File: src/rtl/monitor_sched.sv
// monitor_sched: round-robin scheduler sharing one protocol monitor among 4 cores.
// Optional grant timeout is built when MONITOR_SCHED_TIMEOUT_EN is defined.
module monitor_sched #(
    parameter int TIMEOUT_W  = 16,
    parameter int SWITCH_GAP = 2
) (
    input  logic                 clk,
    input  logic                 reset,
    input  logic [3:0]           req,
    input  logic [3:0]           pkt_done,
`ifdef MONITOR_SCHED_TIMEOUT_EN
    input  logic [TIMEOUT_W-1:0] timeout_limit,
    output logic                 timeout_err,
`endif
    output logic [1:0]           sel,
    output logic [3:0]           grant,
    output logic                 monitor_valid,
    output logic [3:0]           stall
);

    typedef enum logic [1:0] {IDLE, GRANT, GAP} state_t;

    localparam logic [3:0] GAP_LAST = 4'(SWITCH_GAP - 1);

    state_t     r_state;
    state_t     w_state_nx;
    logic [1:0] r_sel;
    logic [1:0] w_sel_nx;
    logic [1:0] r_ptr;
    logic [1:0] w_ptr_nx;
    logic [3:0] r_gap_cnt;
    logic [3:0] w_gap_cnt_nx;
    logic [1:0] w_win;
    logic       w_any;
    logic       w_done;
    logic       w_abandon;
    logic       w_to_hit;

    if (TIMEOUT_W < 1 || SWITCH_GAP < 1 || SWITCH_GAP > 15) begin : g_bad_param
    end

    // Search ptr+1, ptr+2, ptr+3, ptr; first requester wins.
    always_comb begin
        w_win = r_ptr;
        w_any = 1'b0;
        for (int k = 1; k <= 4; k++) begin
            if (!w_any && req[r_ptr + 2'(k)]) begin
                w_win = r_ptr + 2'(k);
                w_any = 1'b1;
            end
        end
    end

    assign w_done    = pkt_done[r_sel];
    assign w_abandon = !req[r_sel];

`ifdef MONITOR_SCHED_TIMEOUT_EN
    logic [TIMEOUT_W-1:0] r_to_cnt;
    logic [TIMEOUT_W-1:0] w_to_cnt_nx;
    logic                 r_to_err;
    logic                 w_to_err_nx;

    assign w_to_hit = (timeout_limit != '0) && (r_to_cnt == timeout_limit);

    always_comb begin
        w_to_cnt_nx = r_to_cnt;
        if (r_state == IDLE && w_any)
            w_to_cnt_nx = TIMEOUT_W'(1);
        else if (r_state == GRANT)
            w_to_cnt_nx = r_to_cnt + TIMEOUT_W'(1);
    end

    // A coincident pkt_done ends the grant normally, without an error.
    assign w_to_err_nx = (r_state == GRANT) && w_to_hit && !w_done;

    always_ff @(posedge clk or posedge reset) begin
        if (reset) begin
            r_to_cnt <= '0;
            r_to_err <= 1'b0;
        end else begin
            r_to_cnt <= w_to_cnt_nx;
            r_to_err <= w_to_err_nx;
        end
    end

    assign timeout_err = r_to_err;
`else
    assign w_to_hit = 1'b0;
`endif

    always_comb begin
        w_state_nx   = r_state;
        w_sel_nx     = r_sel;
        w_ptr_nx     = r_ptr;
        w_gap_cnt_nx = r_gap_cnt;
        unique case (r_state)
            IDLE: begin
                if (w_any) begin
                    w_state_nx = GRANT;
                    w_sel_nx   = w_win;
                    w_ptr_nx   = w_win;
                end
            end
            GRANT: begin
                if (w_done || w_abandon || w_to_hit) begin
                    w_state_nx   = GAP;
                    w_gap_cnt_nx = '0;
                end
            end
            GAP: begin
                if (r_gap_cnt == GAP_LAST)
                    w_state_nx = IDLE;
                else
                    w_gap_cnt_nx = r_gap_cnt + 4'd1;
            end
            default: w_state_nx = IDLE;
        endcase
    end

    always_ff @(posedge clk or posedge reset) begin
        if (reset) begin
            r_state   <= IDLE;
            r_sel     <= 2'd0;
            r_ptr     <= 2'd3;
            r_gap_cnt <= 4'd0;
        end else begin
            r_state   <= w_state_nx;
            r_sel     <= w_sel_nx;
            r_ptr     <= w_ptr_nx;
            r_gap_cnt <= w_gap_cnt_nx;
        end
    end

    assign sel           = r_sel;
    assign monitor_valid = (r_state == GRANT);
    assign grant         = monitor_valid ? (4'b0001 << r_sel) : 4'b0000;
    assign stall         = req & ~grant;

endmodule

File: config.mk
export PLATFORM = sky130hd
export DESIGN_NAME = monitor_sched
export DESIGN_NICKNAME = d
export VERILOG_FILES = /design/src/rtl/monitor_sched.sv
export SDC_FILE = /design/constraint.sdc
export NUM_CORES = 1
export LEC_CHECK = 0
export CORE_UTILIZATION = 45
export CTS_CLUSTER_DIAMETER = 120
export DETAILED_ROUTE_END_ITERATION = 7
export PLACE_DENSITY = 0.77
export SYNTH_ARGS = -nofsm -noshare
export SYNTH_HDL_FRONTEND = slang
export SYNTH_SLANG_ARGS = --single-unit
File: constraint.sdc
create_clock -name clk -period 2.1 [get_ports clk]
set_input_delay 0.21 -clock clk [delete_from_list [all_inputs] [get_ports clk]]
set_output_delay 0.21 -clock clk [all_outputs]
set_load 0.01 [all_outputs]
==> run metrics, run 1 <==
Unique masters post-synth=34; Core Region=around 1400 um2; placed cell count=roughly 110; slew at the pin closest to its max-slew limit=between 300 and 400 ps; period utilization=around 94%; Peak VDD IR=around 0.81 mV; # DRC=0; initial antenna violation count=0; Setup crit end kind=output pin; Final Hold Vio Count=0; fmax=505.2 MHz; vias post-DR=approximately 630; global route overflow=0; reg2reg setup slack=between 400 and 500 ps; Core Rows=13; setup slack at placement=about 270 ps; first-pass GRT wire length=2615 um; Inserted Diodes=0; sw frac=~40%; Worst Hold Class=primary input to async pin; setup total negative slack=0 ps; vias in the first global route=roughly 570; remaining antenna violation count after routing=0; drt wl/cell=approximately 14 um; startpoint types=register; via/cell ratio=5.843; Final min period=a little under 2000 ps; combinational power share=~53%; Tot Pwr=roughly 1.2 mW; largest net degree at the start of global routing=11; Final GP Congestion=0.8303; H-tree depth=1; clock share of power=roughly a tenth; status=complete, no violations; GRT Total Usage=around a fifth; final number of max-transition violations=0; Die Wd=41.67 um; WS Path Type=register to output pin; Post-Route WL=approximately 1500 um; Post-Syn Instances=70; Critical Path AT=around 1800 ps; hold slack=about 210 ps; CTS tree=done; Synth warnings=0; Critical Path RT=~1900 ps; I/O pin cnt=21; Reg2Reg Depth=3; Area Growth Syn to Fin=35.87%; Flop pwr share=between 30% and 40%; Max-Cap Viols=0; worst-skew pair later-pin latency=~250 ps; Post-Syn Area=~710 um2; RSZ-0062 raised after global routing=no; # hold bufs at CTS=0; Setup violations, final=0; IO buf count=20; Internal=0.7155 mW; crit path max fanout=7; Layout Nets=107; hpwl dp=1263 um; Worst Clk Skew=5.211 ps; share of cells above drive strength 1=around 16%; DIE HEIGHT=approximately 42 um; die area=between 1500 and 2000 um2; Clock Sink Count=10; P per Cell Area=about 1300 nW/um2; Initial Util=about half; Starting DRT DRC Count=20; Clock Path Buffers=2; CTS root buf=clkbuf_4; Worst Slack Setup Final=roughly 120 ps; synthesis-stage register bit count=10; final std cells w/o fill=around 110; r2r startpoint=r_ptr[1]$_DFFE_PP1P_; switching pwr=about 0.5 mW; P_leak=between 0.4 and 0.5 nW; clock buffers created by TritonCTS=3; Reg clk slew, reported paths=approximately 60 ps; Syn Area/Cell=10.12 um2; First-pass DRT Iterations=4; reg-to-reg endpoint=sel[0]$_DFFE_PP0P_; syn_nets=82; Rel. slew slack=around 74%; register area share after synthesis=a little over a third
[power by group through the flow]
stage	Clock (mW)	Combinational (mW)	Sequential, mW
6_report	0.117	0.641	0.459
5_1_grt	0.131	0.717	0.479
4_1_cts	0.124	0.649	0.451
3_5_place_dp	0	0.637	0.449
3_3_place_gp	0	0.626	0.440
2_1_floorplan	0	0.408	0.417
[cells by family (layout without fill, tap and decap cells)]
kind of cell,count (synthesis),after routing,share of synthesized area (%)
compound gates,18,18,22.79
simple gates,33,33,33.22
mux,1,1,1.590
buf+inv,6,29,3.180
flops,10,10,35.69
fa+ha+maj,2,2,3.533
[registers in the layout, summed over array words and instances (netlist names)]
| name | cells |
|---|---|
| r_state | 2 |
| r_ptr | 2 |
| sel | 2 |
| r_gap_cnt | 4 |
[per-stage QoR]
step           util (%)  area [um2]
4_1_cts           69.23       957.2
3_3_place_gp      67.06       927.1
2_1_floorplan         -       708.2
3_5_place_dp      67.06       927.1
5_1_grt           69.59       962.2
6_report          69.59       962.2
[placed cells by master, fill, tap and decap left out, types with 2 or more instances in the layout]
master,instances
inv_1,6
dfrtp_2,2
nor4_1,2
and3_1,3
ha_1,2
and4b_1,2
nor3_1,2
nand2_1,2
clkbuf_4,3
dfstp_2,2
o211ai_1,3
o2bb2ai_1,2
and4bb_1,2
or3b_2,2
dfrtp_1,6
nor2b_1,6
a32oi_1,2
nand2b_1,3
o21ai_0,2
a21oi_1,2
clkdlybuf4s50_1,19
[cells in the mapped netlist]
master	count	area [um2]
a2111oi_2	1	15.01
o221a_2	1	11.26
dfrtp_1	8	200.2
inv_1	6	22.52
a21oi_1	2	10.01
a211o_1	1	8.760
nand2_1	2	7.510
o21ai_0	2	10.01
a21o_1	1	7.510
nor2_1	1	3.750
nand2b_1	4	25.02
nor3_1	2	10.01
and4b_1	2	20.02
or3_1	1	6.260
and4bb_1	2	25.02
o211ai_1	3	22.52
and3b_1	1	8.760
a32oi_1	2	17.52
o41ai_4	1	27.53
and2_1	1	6.260
mux2_2	1	11.26
o2bb2ai_1	2	17.52
ha_1	2	25.02
nand3b_1	1	7.510
nor4_1	2	12.51
a211oi_1	1	7.510
nor2b_1	6	37.54
nand4_1	1	6.260
dfstp_2	2	52.55
nor3b_1	1	7.510
or3b_2	2	17.52
nor4b_2	1	15.01
a31oi_1	1	6.260
and3_1	3	18.77
[area by class of cell]
| cell class | instances | area (um2) |
|---|---|---|
| Inverter | 6 | 22.52 |
| Multi-Input combinational cell | 54 | 440.4 |
| Fill cell | 100 | 420.4 |
| Tap cell | 15 | 18.77 |
| Timing Repair Buffer | 20 | 202.7 |
| Clock buffer | 3 | 22.52 |
| Sequential cell | 10 | 255.2 |
[how the worst max path moves through the flow]
stage	slack (ps)	endpoint	startpoint
after detailed placement	270	stall[2]	r_state[1]$_DFFE_PP0P_
after global routing	7	stall[2]	r_state[1]$_DFFE_PP0P_
after floorplan	570	sel[0]$_DFFE_PP0P_	r_ptr[1]$_DFFE_PP1P_
after global placement	320	stall[2]	r_state[1]$_DFFE_PP0P_
after CTS	50	stall[2]	r_state[1]$_DFFE_PP0P_
final	120	stall[2]	r_state[1]$_DFFE_PP0P_
[worst max-delay path, stage by stage (launching register included)]
cell and delay, ps:
dfrtp_2 410, nand2b_4 160, inv_1 100, and3_1 220, nor2b_1 100, clkdlybuf4s50_1 530
[per-layer routing]
metal	vias to the layer above	routed length, um	global-route usage, %
met5	-	0	0
met4	0	15	7.742
met3	2	79	2.174
met2	23	672	27.81
met1	284	771	29.25
li1	322	-	-
[repair_timing]
item,CTS,global route
setup buffers,0,0
setup endpoints to repair,2,2
gates resized for setup,1,3
No activity file was read; power rests on OpenSTA's default activity.
==> inputs of run 2 (changes only) <==
--- a/config.mk
+++ b/config.mk
@@ -5,10 +5,11 @@
 export SDC_FILE = /design/constraint.sdc
 export NUM_CORES = 1
 export LEC_CHECK = 0
-export CORE_UTILIZATION = 45
+export CORE_UTILIZATION = 41
 export CTS_CLUSTER_DIAMETER = 120
 export DETAILED_ROUTE_END_ITERATION = 7
-export PLACE_DENSITY = 0.77
+export PLACE_DENSITY = 0.74
+export SLEW_MARGIN = 10
 export SYNTH_ARGS = -nofsm -noshare
 export SYNTH_HDL_FRONTEND = slang
 export SYNTH_SLANG_ARGS = --single-unit
==> constraint.sdc (replaced) <==
create_clock -name clk -period 1.8 [get_ports clk]
set_input_delay 0.18 -clock clk [delete_from_list [all_inputs] [get_ports clk]]
set_output_delay 0.18 -clock clk [all_outputs]
set_load 0.01 [all_outputs]
==> run 2 against run 1 <==
Net effect:
- wire length up 6.4%
- worst hold slack worse by 24 ps
- the run now ends with DRC left
- utilization is 4.7 points lower
- non-clock buffer count is 3 higher
- sequential share of layout area decreased by 1.3 points
- critical endpoint is now stall[1]
- largest power group unchanged
- combinational power grew 29%
- register-to-register slack lost 300 ps
- largest cell class unchanged
==> run metrics, run 2 (synthesized netlist as in run 1, its figures left out) <==
RSZ-0062 raised after global routing=no; First-pass DRT Iterations=6; commonest non-fill, non-tap cells in the layout=clkdlybuf4s50_1, nor2b_1, dfrtp_1, inv_1; Post-CTS Resized=7; P per Cell Area=~1500 nW/um2; Critical Path RT=~1600 ps; Clock Path Buffers=2; Clock Sink Count=10; Reg area=255.2 um2; Die Wd=roughly 44 um; Crit path max-delay family=buffers and inverters; period utilization=a little over nine tenths; delay of the slowest critical-path stage=530 ps; final number of max-transition violations=0; global route overflow=0; Core Region=roughly 1600 um2; share of cells above drive strength 1=approximately 23%; hpwl dp=around 1300 um; drt wl/cell=14.48 um; Peak VDD IR=0.9472 mV; number of fill cells=roughly 130; placed cell count=between 100 and 150; startpoint types=register; via/cell ratio=around 5.8; Layout Nets=110; Final min period=1699 ps; remaining antenna violation count after routing=0; Area Growth Syn to Fin=42.76%; failing checks=DRC; die area=1897 um2; # DRC=8; slowest cell on the critical path=clkdlybuf4s50_1; worst-skew pair later-pin latency=roughly 260 ps; Largest register FFs=4; most common cell after layout, fill and taps aside=clkdlybuf4s50_1; status=complete, but fails checks; H-tree depth=1; multi-input logic area=around 450 um2; first-pass GRT wire length=2967 um; crit path max fanout=8; Setup crit end kind=output pin; DIE HEIGHT=43.56 um; reg2reg setup slack=roughly 190 ps; Post-CTS Repair Setup Buffers=0; Critical Path AT=between 1500 and 2000 ps; Crit path buffers/inverters=2; I/O pin cnt=21; initial antenna violation count=0; Worst Hold Class=primary input to async pin; Tot Pwr=~1.5 mW; Inserted Diodes=0; largest net degree at the start of global routing=11; crit path cell chain=inv_2, nor3_2, nor2b_1, clkdlybuf4s50_1; CTS root buf=clkbuf_4; clock buffers created by TritonCTS=3; final std cells w/o fill=roughly 110; vias post-DR=approximately 660; Initial Util=45.43%; setup total negative slack=0 ps; Final Hold Vio Count=0; # hold bufs at CTS=0; vias in the first global route=680; Worst Slack Setup Final=between 100 and 150 ps; setup slack at placement=86.53 ps; hold slack=around 190 ps; P_leak=0.4862 nW; Max-Cap Viols=0; Starting DRT DRC Count=18; Core Rows=14; CTS tree=done; Post-Route WL=around 1600 um; WS Path Type=register to output pin; Worst Clk Skew=5.615 ps; IO buf count=20; Reg clk slew, reported paths=~70 ps; Setup violations, final=0; Biggest register=r_gap_cnt; GRT Total Usage=about a fifth; Rel. slew slack=a little under 70%; Final GP Congestion=roughly 0.75; fmax=588.5 MHz; slew at the pin closest to its max-slew limit=approximately 460 ps
run 2: cell types whose count changed in the layout (fill, tap and decap cells not counted), sizes merged:
cell,before,now
clkdlybuf4s50,19,14
buf,0,3
dlygate4sd2,0,3
dlymetal6s2s,1,3
clkbuf,3,4
run 2: worst reg2reg max path, delay by kind of cell (launching register included):
kind / cells / cell delay, ps
AO/OA/AOI/OAI: 2 / 560
flip-flops: 1 / 570
multiplexers: 1 / 350
run 2: area by class of cell:
type	count	area share (%)
clock buffer	4	3.589
inverter	6	2.228
multi-input combinational	54	44.55
sequential	10	25.25
tap	16	1.980
timing repair buffer	23	22.40
run 2: worst paths after layout:
| kind | start | end | cells past startpoint |
|---|---|---|---|
| worst max-delay path | sel[0]$_DFFE_PP0P_ | stall[1] | 4 |
| worst max register to register | r_ptr[1]$_DFFE_PP1P_ | sel[0]$_DFFE_PP0P_ | 3 |
| worst min register to register | r_ptr[1]$_DFFE_PP1P_ | r_ptr[1]$_DFFE_PP1P_ | 1 |
| worst min-delay path | reset | r_gap_cnt[2]$_DFFE_PP0P_ | 2 |
| max in group asynchronous | reset | r_ptr[0]$_DFFE_PP1P_ | 2 |
| min in group clk | r_ptr[1]$_DFFE_PP1P_ | r_ptr[1]$_DFFE_PP1P_ | 1 |
run 2: power by group:
part	switching [mW]	internal (mW)	leakage, nW
clock network	0.0737	0.123	0.0210
registers	0.151	0.359	0.119
logic	0.397	0.430	0.346
total	0.621	0.912	0.486
run 2: metal layers:
metal  wire length, um  part of all wire (%)  up-vias  GRT usage [%]
li1                  -                     -      332              -
met1               732                    45      300          26.06
met2               786                    48       24          35.82
met3               110                   6.7        2          2.917
met4                 8                  0.49        0          8.125
met5                 0                     0        -              0
run 2: stage by stage:
step                      utilization, %  instance area [um2]
after detailed placement           61.00                950.9
after CTS                          63.96                997.2
after global routing               64.85                 1011
final                              64.85                 1011
after global placement             61.00                950.9
after floorplan                        -                708.2
==> inputs of run 3 (changes only) <==
--- a/config.mk
+++ b/config.mk
@@ -5,10 +5,11 @@
 export SDC_FILE = /design/constraint.sdc
 export NUM_CORES = 1
 export LEC_CHECK = 0
-export CORE_UTILIZATION = 41
+export ABC_AREA = 1
+export CORE_UTILIZATION = 44
 export CTS_CLUSTER_DIAMETER = 120
 export DETAILED_ROUTE_END_ITERATION = 7
-export PLACE_DENSITY = 0.74
+export PLACE_DENSITY_LB_ADDON = 0.3
 export SLEW_MARGIN = 10
 export SYNTH_ARGS = -nofsm -noshare
 export SYNTH_HDL_FRONTEND = slang
==> run 3 against run 2 <==
Net effect:
- the flow now finishes without violations
- register-to-register slack improved by 90 ps
- clock-buffer cell count fell by 1
- cell count rose by 62%
- global-route usage fell by 1.1 points
- sequential power fell by 2%
- wire length rose by 12%
- worst hold slack got worse by 8.8 ps
- largest cell class unchanged
- flip-flop and latch count did not move
- non-clock buffer count did not move
- area after synthesis rose by 23%
- power rose by 18%
==> run metrics, run 3 <==
slew at the pin closest to its max-slew limit=~370 ps; Synth area leader=dfrtp_1; Unique masters post-synth=28; reg2reg setup slack=about 280 ps; CTS tree=done; Setup violations, final=0; setup total negative slack=0 ps; Flop pwr share=between 20% and 30%; H-tree depth=1; IO buf count=20; slowest cell on the critical path=clkdlybuf4s50_1; GRT Total Usage=approximately a fifth; DIE HEIGHT=about 47 um; ys async rst share=100.0%; Setup crit end kind=output pin; Clock Path Buffers=2; Worst Hold Class=primary input to async pin; switching pwr=~0.9 mW; largest net degree at the start of global routing=11; synthesis-stage register bit count=10; Critical Path RT=about 1600 ps; reg-to-reg endpoint=sel[0]$_DFFE_PP0P_; CTS root buf=clkbuf_4; clock share of power=between 8 and 9%; clock buffers created by TritonCTS=3; Crit path buffers/inverters=2; ys flop type=dfrtp_1; r2r startpoint=r_ptr[0]$_DFFE_PP1P_; Initial Util=48.91%; First-pass DRT Iterations=4; I/O pin cnt=21; Worst Clk Skew=around 2.8 ps; Clock Sink Count=10; final number of max-transition violations=0; drt wl/cell=around 10 um; Biggest register=r_gap_cnt; Largest register FFs=4; Core Region=between 1500 and 2000 um2; register area share after synthesis=28.98%; # DRC=0; Peak VDD IR=0.9701 mV; P_leak=about 0.62 nW; crit path cell chain=nor2_2, inv_2, nor3_2, nor2_1, clkdlybuf4s50_1; status=complete, no violations; vias post-DR=871; via/cell ratio=approximately 4.8; Final min period=between 1500 and 2000 ps; Critical Path AT=about 1600 ps; first-pass GRT wire length=around 3000 um; die area=approximately 2200 um2; Crit path max-delay family=buffers and inverters; Post-Syn Instances=between 100 and 150; syn_nets=around 150; worst-skew pair later-pin latency=approximately 260 ps; Reg clk slew, reported paths=around 60 ps; Worst Slack Setup Final=around 65 ps; fmax=576.2 MHz; Syn Area/Cell=6.460 um2; hpwl dp=1425 um; most frequent cell after synthesis=nand2_1; Core Rows=15; crit path max fanout=5; RSZ-0062 raised after global routing=yes; Synth warnings=0; Reg2Reg Depth=11; global route overflow=0; Die Wd=46.52 um; Internal=0.8859 mW; delay of the slowest critical-path stage=470 ps; Post-synth EDFFs=0; hold slack=between 150 and 200 ps; Final GP Congestion=between 0.7 and 0.8; most common cell after layout, fill and taps aside=nand2_1; combinational power share=between 60% and 70%; initial antenna violation count=0; Layout Nets=between 150 and 200; Max-Cap Viols=0; utilization after layout=about 64%; Synth area leaders=dfrtp_1, nand2_1, nand2_2, inv_1, dfstp_2; remaining antenna violation count after routing=0; Final Hold Vio Count=0; vias in the first global route=roughly 750; sw frac=~50%; Area Growth Syn to Fin=31.42%; Synth top area share=22.96%; share of cells above drive strength 1=between 20% and 30%; Post-Syn Area=~870 um2; Inserted Diodes=0; Starting DRT DRC Count=20; Post-synth top cells=nand2_1, inv_1, nand2_2, nor2_1; # hold bufs at CTS=0; startpoint types=register; WS Path Type=register to output pin; period utilization=96.41%; Rel. slew slack=roughly 76%; Post-Route WL=roughly 1800 um; setup slack at placement=approximately 150 ps; P per Cell Area=around 1600 nW/um2; commonest non-fill, non-tap cells in the layout=nand2_1, inv_1, clkdlybuf4s50_1, nand2_2, nor2_1
-- run 3: changes by cell type after synthesis, moves of 3 or more --
cell	previous run	this run
inv_1	6	17
nand2b_1	4	0
nor3_1	2	5
nand2_1	2	49
nor2b_1	6	0
inv_2	0	3
nor2_1	1	10
nand2_2	0	11
and3_1	3	0
nand3_1	0	8
-- run 3: cell type report --
cell class	count	area (um2)
inverter	21	83.83
tap	25	31.28
fill	169	636.9
multi-input combinational	101	529.3
clock buffer	3	22.52
timing repair buffer	23	224.0
sequential	10	255.2
-- run 3: cells by family (layout without fill, tap and decap cells) --
| logic type | Yosys count | in the layout | share of synthesized area, % |
|---|---|---|---|
| DFF | 10 | 10 | 28.98 |
| xor gates and xnor gates | 1 | 1 | 1.004 |
| buffers and inverters | 24 | 47 | 12.34 |
| and+or+nand+nor | 90 | 90 | 48.35 |
| AOI/OAI and AO/OA | 8 | 8 | 6.457 |
| adders and majority gates | 2 | 2 | 2.869 |
-- run 3: worst register-to-register path, cell delays in order (launching register included) --
cell and delay (ps):
dfstp_2 670, inv_6 80, nand2_2 80, nand2_2 70
nand2_2 70, nand2_2 60, nor2_4 80, nand3_2 80
nand2_4 100, inv_2 40, nand2_2 50, nand2_1 50
-- run 3: how the worst max path moves through the flow --
stage / from / slack (ps) / to / cells after the start
2_1_floorplan: r_state[0]$_DFFE_PP0P_ / 380 / stall[0] / 5
3_3_place_gp: req[0] / 140 / stall[0] / 4
3_5_place_dp: req[0] / 150 / stall[0] / 4
4_1_cts: r_state[1]$_DFFE_PP0P_ / 10 / stall[1] / 5
5_1_grt: sel[1]$_DFFE_PP0P_ / -9 / stall[2] / 4
6_report: r_state[1]$_DFFE_PP0P_ / 60 / stall[1] / 5
-- run 3: what timing repair did --
action                     in CTS  in global routing
setup endpoints to repair       8                  3
gates resized for setup         8                  4
buffers inserted                1                  0
-- run 3: power by group through the flow --
stage | clock network [mW] | logic, mW | registers (mW)
floorplan | 0 | 0.918 | 0.407
global placement | 0 | 1.10 | 0.495
detailed placement | 0 | 1.12 | 0.498
CTS | 0.153 | 1.15 | 0.498
global route | 0.164 | 1.30 | 0.521
finish | 0.149 | 1.15 | 0.502
-- run 3: layer usage --
layer	track usage (%)	wire (um)	up-vias
li1	-	-	461
met5	0	0	-
met3	7.059	85	0
met2	33.61	859	16
met4	1.765	0	0
met1	24.22	883	394
-- run 3: per-stage QoR --
step	instance area, um2	std cells	power, mW
global route	1146	183	1.988
finish	1146	183	1.802
CTS	1131	183	1.800
floorplan	872.1	135	1.325
detailed placement	1095	179	1.620
global placement	1095	179	1.595
